**config.mk**
```make
export PLATFORM = sky130hd
export DESIGN_NAME = ps2_host_tx
export DESIGN_NICKNAME = d
export VERILOG_FILES = /design/src/rtl/ps2_host_tx.sv
export SDC_FILE = /design/constraint.sdc
export NUM_CORES = 1
export LEC_CHECK = 0
export CAP_MARGIN = 0
export CELL_PAD_IN_SITES_DETAIL_PLACEMENT = 0
export CELL_PAD_IN_SITES_GLOBAL_PLACEMENT = 2
export CORE_MARGIN = 2
export CORE_UTILIZATION = 38
export CTS_CLUSTER_SIZE = 10
export DETAILED_ROUTE_END_ITERATION = 8
export GPL_TIMING_DRIVEN = 0
export PLACE_DENSITY = 0.85
export SLEW_MARGIN = 20
export SYNTH_ARGS = -nofsm -noshare
export SYNTH_HDL_FRONTEND = slang
export SYNTH_SLANG_ARGS = --single-unit
```
**constraint.sdc**
```tcl
create_clock -name clock -period 2.55 [get_ports clock]
set_clock_uncertainty 0.2 [all_clocks]
set_input_delay 0.765 -clock clock [delete_from_list [all_inputs] [get_ports clock]]
set_output_delay 0.765 -clock clock [all_outputs]
set_load 0.005 [all_outputs]
```
**src/rtl/ps2_host_tx.sv**
```systemverilog
// ps2_host_tx: PS/2 host-to-device transmitter.
//
// Sends one command byte to a PS/2 device over the shared open-drain clock/data pair.
// It runs the request-to-send sequence (clock inhibit, then data low), shifts the byte
// out LSB first on device clock falling edges, appends odd parity and a stop bit, and
// checks the device acknowledge before reporting completion.
//
// Ports:
//   clock    - system clock, all logic on the rising edge
//   resetn   - asynchronous active-low reset; releases both lines immediately
//   start    - single-cycle send request, sampled only while idle
//   data     - byte to send, latched when start is accepted
//   ps2c_in  - raw PS/2 clock pin level (asynchronous)
//   ps2d_in  - raw PS/2 data pin level (asynchronous)
//   ps2c_oe  - 1 pulls the PS/2 clock line low, 0 releases it
//   ps2d_oe  - 1 pulls the PS/2 data line low, 0 releases it
//   busy     - high while a transfer is in progress
//   done     - one-cycle pulse when the device acknowledged the byte
//   error    - one-cycle pulse on watchdog timeout or missing acknowledge

module ps2_host_tx #(
    parameter int unsigned INHIBIT_CYCLES = 6000,
    parameter int unsigned START_HOLD     = 50,
    parameter int unsigned TIMEOUT_CYCLES = 750000
) (
    input  logic       clock,
    input  logic       resetn,
    input  logic       start,
    input  logic [7:0] data,
    input  logic       ps2c_in,
    input  logic       ps2d_in,
    output logic       ps2c_oe,
    output logic       ps2d_oe,
    output logic       busy,
    output logic       done,
    output logic       error
);

    // One counter serves the inhibit, start-hold and watchdog phases; they never overlap.
    localparam int unsigned MaxAb     = (INHIBIT_CYCLES > START_HOLD) ? INHIBIT_CYCLES
                                                                      : START_HOLD;
    localparam int unsigned MaxCycles = (MaxAb > TIMEOUT_CYCLES) ? MaxAb : TIMEOUT_CYCLES;
    localparam int unsigned CntW      = (MaxCycles > 1) ? $clog2(MaxCycles) : 1;

    localparam logic [CntW-1:0] InhibitLast = CntW'(INHIBIT_CYCLES - 1);
    localparam logic [CntW-1:0] StartLast   = CntW'(START_HOLD - 1);
    localparam logic [CntW-1:0] TimeoutLast = CntW'(TIMEOUT_CYCLES - 1);

    typedef enum logic [2:0] {
        StIdle,
        StInhibit,
        StStart,
        StSend,
        StAck,
        StWaitRel
    } state_e;

    state_e state_q, state_d;

    logic [CntW-1:0] cnt_q, cnt_d;
    logic [3:0]      bitcnt_q, bitcnt_d;
    logic [7:0]      shreg_q, shreg_d;
    logic            par_q, par_d;
    logic            c_oe_q, c_oe_d;
    logic            d_oe_q, d_oe_d;
    logic            busy_q, busy_d;
    logic            done_q, done_d;
    logic            error_q, error_d;

    // Synchronisers. They reset to 1 (idle bus level) so reset release cannot fake a fall.
    logic c_meta_q, c_sync_q, c_prev_q;
    logic d_meta_q, d_sync_q;
    logic fall;

    always_ff @(posedge clock or negedge resetn) begin
        if (!resetn) begin
            c_meta_q <= 1'b1;
            c_sync_q <= 1'b1;
            c_prev_q <= 1'b1;
            d_meta_q <= 1'b1;
            d_sync_q <= 1'b1;
        end else begin
            c_meta_q <= ps2c_in;
            c_sync_q <= c_meta_q;
            c_prev_q <= c_sync_q;
            d_meta_q <= ps2d_in;
            d_sync_q <= d_meta_q;
        end
    end

    assign fall = c_prev_q & ~c_sync_q;

    always_comb begin
        state_d  = state_q;
        cnt_d    = cnt_q;
        bitcnt_d = bitcnt_q;
        shreg_d  = shreg_q;
        par_d    = par_q;
        c_oe_d   = c_oe_q;
        d_oe_d   = d_oe_q;
        busy_d   = busy_q;
        done_d   = 1'b0;
        error_d  = 1'b0;

        unique case (state_q)
            StIdle: begin
                c_oe_d = 1'b0;
                d_oe_d = 1'b0;
                busy_d = 1'b0;
                // A request landing on a done/error pulse belongs to the finishing frame.
                if (start && !done_q && !error_q) begin
                    shreg_d = data;
                    par_d   = ~^data;
                    cnt_d   = '0;
                    c_oe_d  = 1'b1;
                    busy_d  = 1'b1;
                    state_d = StInhibit;
                end
            end

            StInhibit: begin
                if (cnt_q == InhibitLast) begin
                    cnt_d   = '0;
                    d_oe_d  = 1'b1;
                    state_d = StStart;
                end else begin
                    cnt_d = cnt_q + CntW'(1);
                end
            end

            StStart: begin
                if (cnt_q == StartLast) begin
                    // Release the clock; data stays low as the start bit.
                    cnt_d    = '0;
                    bitcnt_d = '0;
                    c_oe_d   = 1'b0;
                    state_d  = StSend;
                end else begin
                    cnt_d = cnt_q + CntW'(1);
                end
            end

            StSend: begin
                if (fall) begin
                    cnt_d    = '0;
                    bitcnt_d = bitcnt_q + 4'd1;
                    if (bitcnt_q < 4'd8) begin
                        d_oe_d = ~shreg_q[bitcnt_q[2:0]];
                    end else if (bitcnt_q == 4'd8) begin
                        d_oe_d = ~par_q;
                    end else begin
                        d_oe_d  = 1'b0;
                        state_d = StAck;
                    end
                end else if (cnt_q == TimeoutLast) begin
                    cnt_d   = '0;
                    c_oe_d  = 1'b0;
                    d_oe_d  = 1'b0;
                    busy_d  = 1'b0;
                    error_d = 1'b1;
                    state_d = StIdle;
                end else begin
                    cnt_d = cnt_q + CntW'(1);
                end
            end

            StAck: begin
                if (fall) begin
                    cnt_d    = '0;
                    bitcnt_d = bitcnt_q + 4'd1;
                    if (!d_sync_q) begin
                        state_d = StWaitRel;
                    end else begin
                        c_oe_d  = 1'b0;
                        d_oe_d  = 1'b0;
                        busy_d  = 1'b0;
                        error_d = 1'b1;
                        state_d = StIdle;
                    end
                end else if (cnt_q == TimeoutLast) begin
                    cnt_d   = '0;
                    c_oe_d  = 1'b0;
                    d_oe_d  = 1'b0;
                    busy_d  = 1'b0;
                    error_d = 1'b1;
                    state_d = StIdle;
                end else begin
                    cnt_d = cnt_q + CntW'(1);
                end
            end

            StWaitRel: begin
                if (c_sync_q && d_sync_q) begin
                    cnt_d   = '0;
                    c_oe_d  = 1'b0;
                    d_oe_d  = 1'b0;
                    busy_d  = 1'b0;
                    done_d  = 1'b1;
                    state_d = StIdle;
                end else if (fall) begin
                    cnt_d = '0;
                end else if (cnt_q == TimeoutLast) begin
                    cnt_d   = '0;
                    c_oe_d  = 1'b0;
                    d_oe_d  = 1'b0;
                    busy_d  = 1'b0;
                    error_d = 1'b1;
                    state_d = StIdle;
                end else begin
                    cnt_d = cnt_q + CntW'(1);
                end
            end

            default: begin
                c_oe_d  = 1'b0;
                d_oe_d  = 1'b0;
                busy_d  = 1'b0;
                state_d = StIdle;
            end
        endcase
    end

    always_ff @(posedge clock or negedge resetn) begin
        if (!resetn) begin
            state_q  <= StIdle;
            cnt_q    <= '0;
            bitcnt_q <= '0;
            shreg_q  <= '0;
            par_q    <= 1'b0;
            c_oe_q   <= 1'b0;
            d_oe_q   <= 1'b0;
            busy_q   <= 1'b0;
            done_q   <= 1'b0;
            error_q  <= 1'b0;
        end else begin
            state_q  <= state_d;
            cnt_q    <= cnt_d;
            bitcnt_q <= bitcnt_d;
            shreg_q  <= shreg_d;
            par_q    <= par_d;
            c_oe_q   <= c_oe_d;
            d_oe_q   <= d_oe_d;
            busy_q   <= busy_d;
            done_q   <= done_d;
            error_q  <= error_d;
        end
    end

    assign ps2c_oe = c_oe_q;
    assign ps2d_oe = d_oe_q;
    assign busy    = busy_q;
    assign done    = done_q;
    assign error   = error_q;

endmodule

```
==> flow_summary.json, run 1 <==
{
  "cap_violations": 0,
  "finalHoldViolCount": 0,
  "insertion_delay_ns": 0.30,
  "synth_top_area_cell": "dfrtp_1",
  "crit-reg2reg-capture": "cnt_q[9]$_DFFE_PN0P_",
  "cts_sinks": 46,
  "die_area_um2": 7520,
  "drc": 0,
  "cellPowerDensity_nw_per_um2": 858,
  "drt_iter0_drc": 77,
  "grt_pass1_vias": 1979,
  "initial_core_util_pct": 38.7,
  "ios": 18,
  "cts_hold_buffers": 0,
  "max_slew_margin_pct": 59.8,
  "synthCells": 265,
  "htreeDepth": 2,
  "synth_fp_nets": 282,
  "via_count": 2037,
  "routed.top_layer": "met4",
  "post-route-period-util_pct": 96.8,
  "hold_depth": 0,
  "synth.ff_latch_count": 46,
  "synth-main-ff-cell": "dfrtp_1",
  "end_kind": "register",
  "syn_area_per_cell_um2": 9.81,
  "synthTopCellsByArea": "dfrtp_1, dfstp_2, nand3_1",
  "reg2reg_slack_ns": 0.19,
  "grt_pass1_wl_um": 9520,
  "routedWlPerCell_um": 15.2,
  "critPathRequiredTime_ns": 2.55,
  "arrival_ns": 2.47,
  "ir_worst_vdd_mv": 0.442,
  "fillers": 660,
  "grt_usage_pct": 16.1,
  "drtAntennaViolNets": 0,
  "setup_viol": 0,
  "report.final.slew_viol_count": 0,
  "hp-start": "c_meta_q$_DFF_PN1_",
  "crit_fanout": 4,
  "dp_hpwl_um": 4160,
  "clkTransAtPathRegs_ns": 0.10,
  "gr-total-overflow": 0,
  "rr_startpoint": "cnt_q[0]$_DFFE_PN0P_",
  "route.met3.wl_um": 195,
  "wl_um": 5660,
  "cts_buffers": 5,
  "synth-edff-count": 0,
  "rows": 30,
  "post-synth-top-count-cell": "dfrtp_1",
  "p_leak_nw": 1.26,
  "num_antenna_cells": 0,
  "vias_per_cell": 5.48,
  "synth_top_area_share_pct": 39.5,
  "synth_area_um2": 2600,
  "dp_cells": 363,
  "hold_path_end": "c_sync_q$_DFF_PN1_",
  "worstSetupStartpointType": "input port",
  "fmax_mhz": 405,
  "hold_path.class": "register to register",
  "wl_met2_um": 2680,
  "die_w_um": 86.7,
  "clock-root-buffer": "clkbuf_8",
  "worst-setup-path-type": "input port to register",
  "met1Wirelength_um": 2750,
  "yosysSeqAreaShare_pct": 44.5,
  "reg2reg_depth": 8,
  "routabilityCongestion": 0.838,
  "yosysWarnings": 0,
  "cts_tree": "done",
  "rsz0062_at_grt": "no",
  "worst_hold_slack_ns": 0.161,
  "regArea_um2": 1160,
  "drt_pre_antenna_iters": 4,
  "areaGrowthSynthToFinish_pct": 16.0,
  "grt_max_degree": 25,
  "core_um2": 6720,
  "status": "finished, final reports clean",
  "antenna_found_initial": 0,
  "multiInputGateArea_um2": 1390,
  "drive_gt1_share_pct": 16.1,
  "numPortBuffers": 17,
  "synth_cell_types": 50,
  "die_h_um": 86.7,
  "instances_no_fill": 372,
  "nets": 308,
  "final.min_clock_period_ns": 2.47,
  "tightestPinTransition_ns": 0.596,
  "clk_path_buf_depth": 2,
  "synth_common_cells": "dfrtp_1, nor2_1, nand2_1",
  "async_reset_ff_share_pct": 100
}
state kept, by name, indices dropped and copies added (netlist names), 3 cells and up:
signal / count
cnt_q: 20
shreg_q: 8
bitcnt_q: 4
state_q: 3
layout by cell type, fill, tap and decap left out, types with 5 or more instances in the layout:
cell type	Yosys	final
clkdlybuf4s50_1	0	16
xor2_1	8	8
clkbuf_8	0	5
dfrtp_1	41	41
o21ai_0	14	14
nand4_1	8	8
xnor2_1	10	10
mux2_2	8	8
inv_1	6	6
nor3_1	11	9
dfstp_2	5	5
nor2_1	22	22
nand2_1	21	21
nand3_1	18	18
a21oi_1	15	15
cell families (layout without fill, tap and decap cells):
group	Yosys count	in the layout	share of synthesized area [%]
flops	46	46	44.5
xor+xnor	18	18	6.06
mux	13	13	6.35
compound gates	51	51	12.6
fa+ha+maj	4	4	1.93
buf+inv	16	43	3.27
simple gates	117	117	25.3
where the power goes:
part / internal, W / switching, W
logic: 0.000508 / 0.000581
registers: 0.000891 / 0.000150
clock network: 0.000193 / 0.000266
how the worst max path moves through the flow:
| stage | startpoint | to | slack, ns | cells after the start |
|---|---|---|---|---|
| after detailed placement | start | cnt_q[12]$_DFFE_PN0P_ | -0.53 | 7 |
| after global placement | resetn | cnt_q[12]$_DFFE_PN0P_ | -0.80 | 1 |
| after global routing | cnt_q[0]$_DFFE_PN0P_ | cnt_q[9]$_DFFE_PN0P_ | 0.002 | 8 |
| after CTS | cnt_q[0]$_DFFE_PN0P_ | cnt_q[9]$_DFFE_PN0P_ | 0.03 | 8 |
| final | start | state_q[1]$_DFFE_PN0P_ | 0.08 | 8 |
| after floorplan | start | cnt_q[12]$_DFFE_PN0P_ | 0.36 | 6 |
stage by stage:
stage | cell area [µm²] | utilization (%) | power, W | setup TNS, ns | setup slack [ns]
floorplan | 2600 | - | 0.00182 | 0 | 0.361
global placement | 2870 | 42.7 | 0.00212 | -41.54 | -0.802
detailed placement | 2890 | 42.9 | 0.00215 | -6.78 | -0.532
CTS | 2990 | 44.5 | 0.00262 | 0 | 0.0272
global route | 3020 | 44.9 | 0.00280 | 0 | 0.00224
finish | 3020 | 44.9 | 0.00259 | 0 | 0.0817
per-layer routing:
| layer | global-route usage (%) | vias up |
|---|---|---|
| met5 | 0 | - |
| met4 | 4.26 | 0 |
| met3 | 3.05 | 4 |
| met2 | 26.6 | 33 |
| met1 | 21.9 | 992 |
| li1 | - | 1008 |
cell type report:
cell class | count | area share [%]
tap | 80 | 3.32
multi-input combinational | 203 | 46.1
clock inverter | 3 | 0.705
clock buffer | 5 | 2.28
inverter | 6 | 0.747
timing repair buffer | 19 | 6.39
buffer | 10 | 2.07
sequential | 46 | 38.4
critical path, cell delays in order:
cell and delay [ns]:
clkdlybuf4s50_1 0.46, nor3b_4 0.27, buf_4 0.19, nor3_1 0.05, a41oi_1 0.28, o21a_1 0.19, and3_2 0.20, a21oi_1 0.06
repair_timing:
| item | 4_1_cts | 5_1_grt |
|---|---|---|
| gates cloned | 0 | 0 |
| gates resized for setup | 4 | 3 |
| endpoints found under the setup margin | 7 | 15 |
| buffers inserted | 0 | 1 |
Note: power is estimated with default switching activity, not from simulation.
==> run 2: changes to the inputs <==
--- a/config.mk
+++ b/config.mk
@@ -10,6 +10,7 @@
 export CELL_PAD_IN_SITES_GLOBAL_PLACEMENT = 2
 export CORE_MARGIN = 2
 export CORE_UTILIZATION = 38
+export CTS_CLUSTER_DIAMETER = 60
 export CTS_CLUSTER_SIZE = 10
 export DETAILED_ROUTE_END_ITERATION = 8
 export GPL_TIMING_DRIVEN = 0
==> results of run 2 <==
No change in the layout: final DEF, timing and power equal those of run 1.
==> run 3: changes to the inputs <==
--- a/config.mk
+++ b/config.mk
@@ -5,6 +5,7 @@
 export SDC_FILE = /design/constraint.sdc
 export NUM_CORES = 1
 export LEC_CHECK = 0
+export ABC_CLOCK_PERIOD_IN_PS = 2550
 export CAP_MARGIN = 0
 export CELL_PAD_IN_SITES_DETAIL_PLACEMENT = 0
 export CELL_PAD_IN_SITES_GLOBAL_PLACEMENT = 2
==> results of run 3 <==
No change in the layout: final DEF, timing and power equal those of run 1.
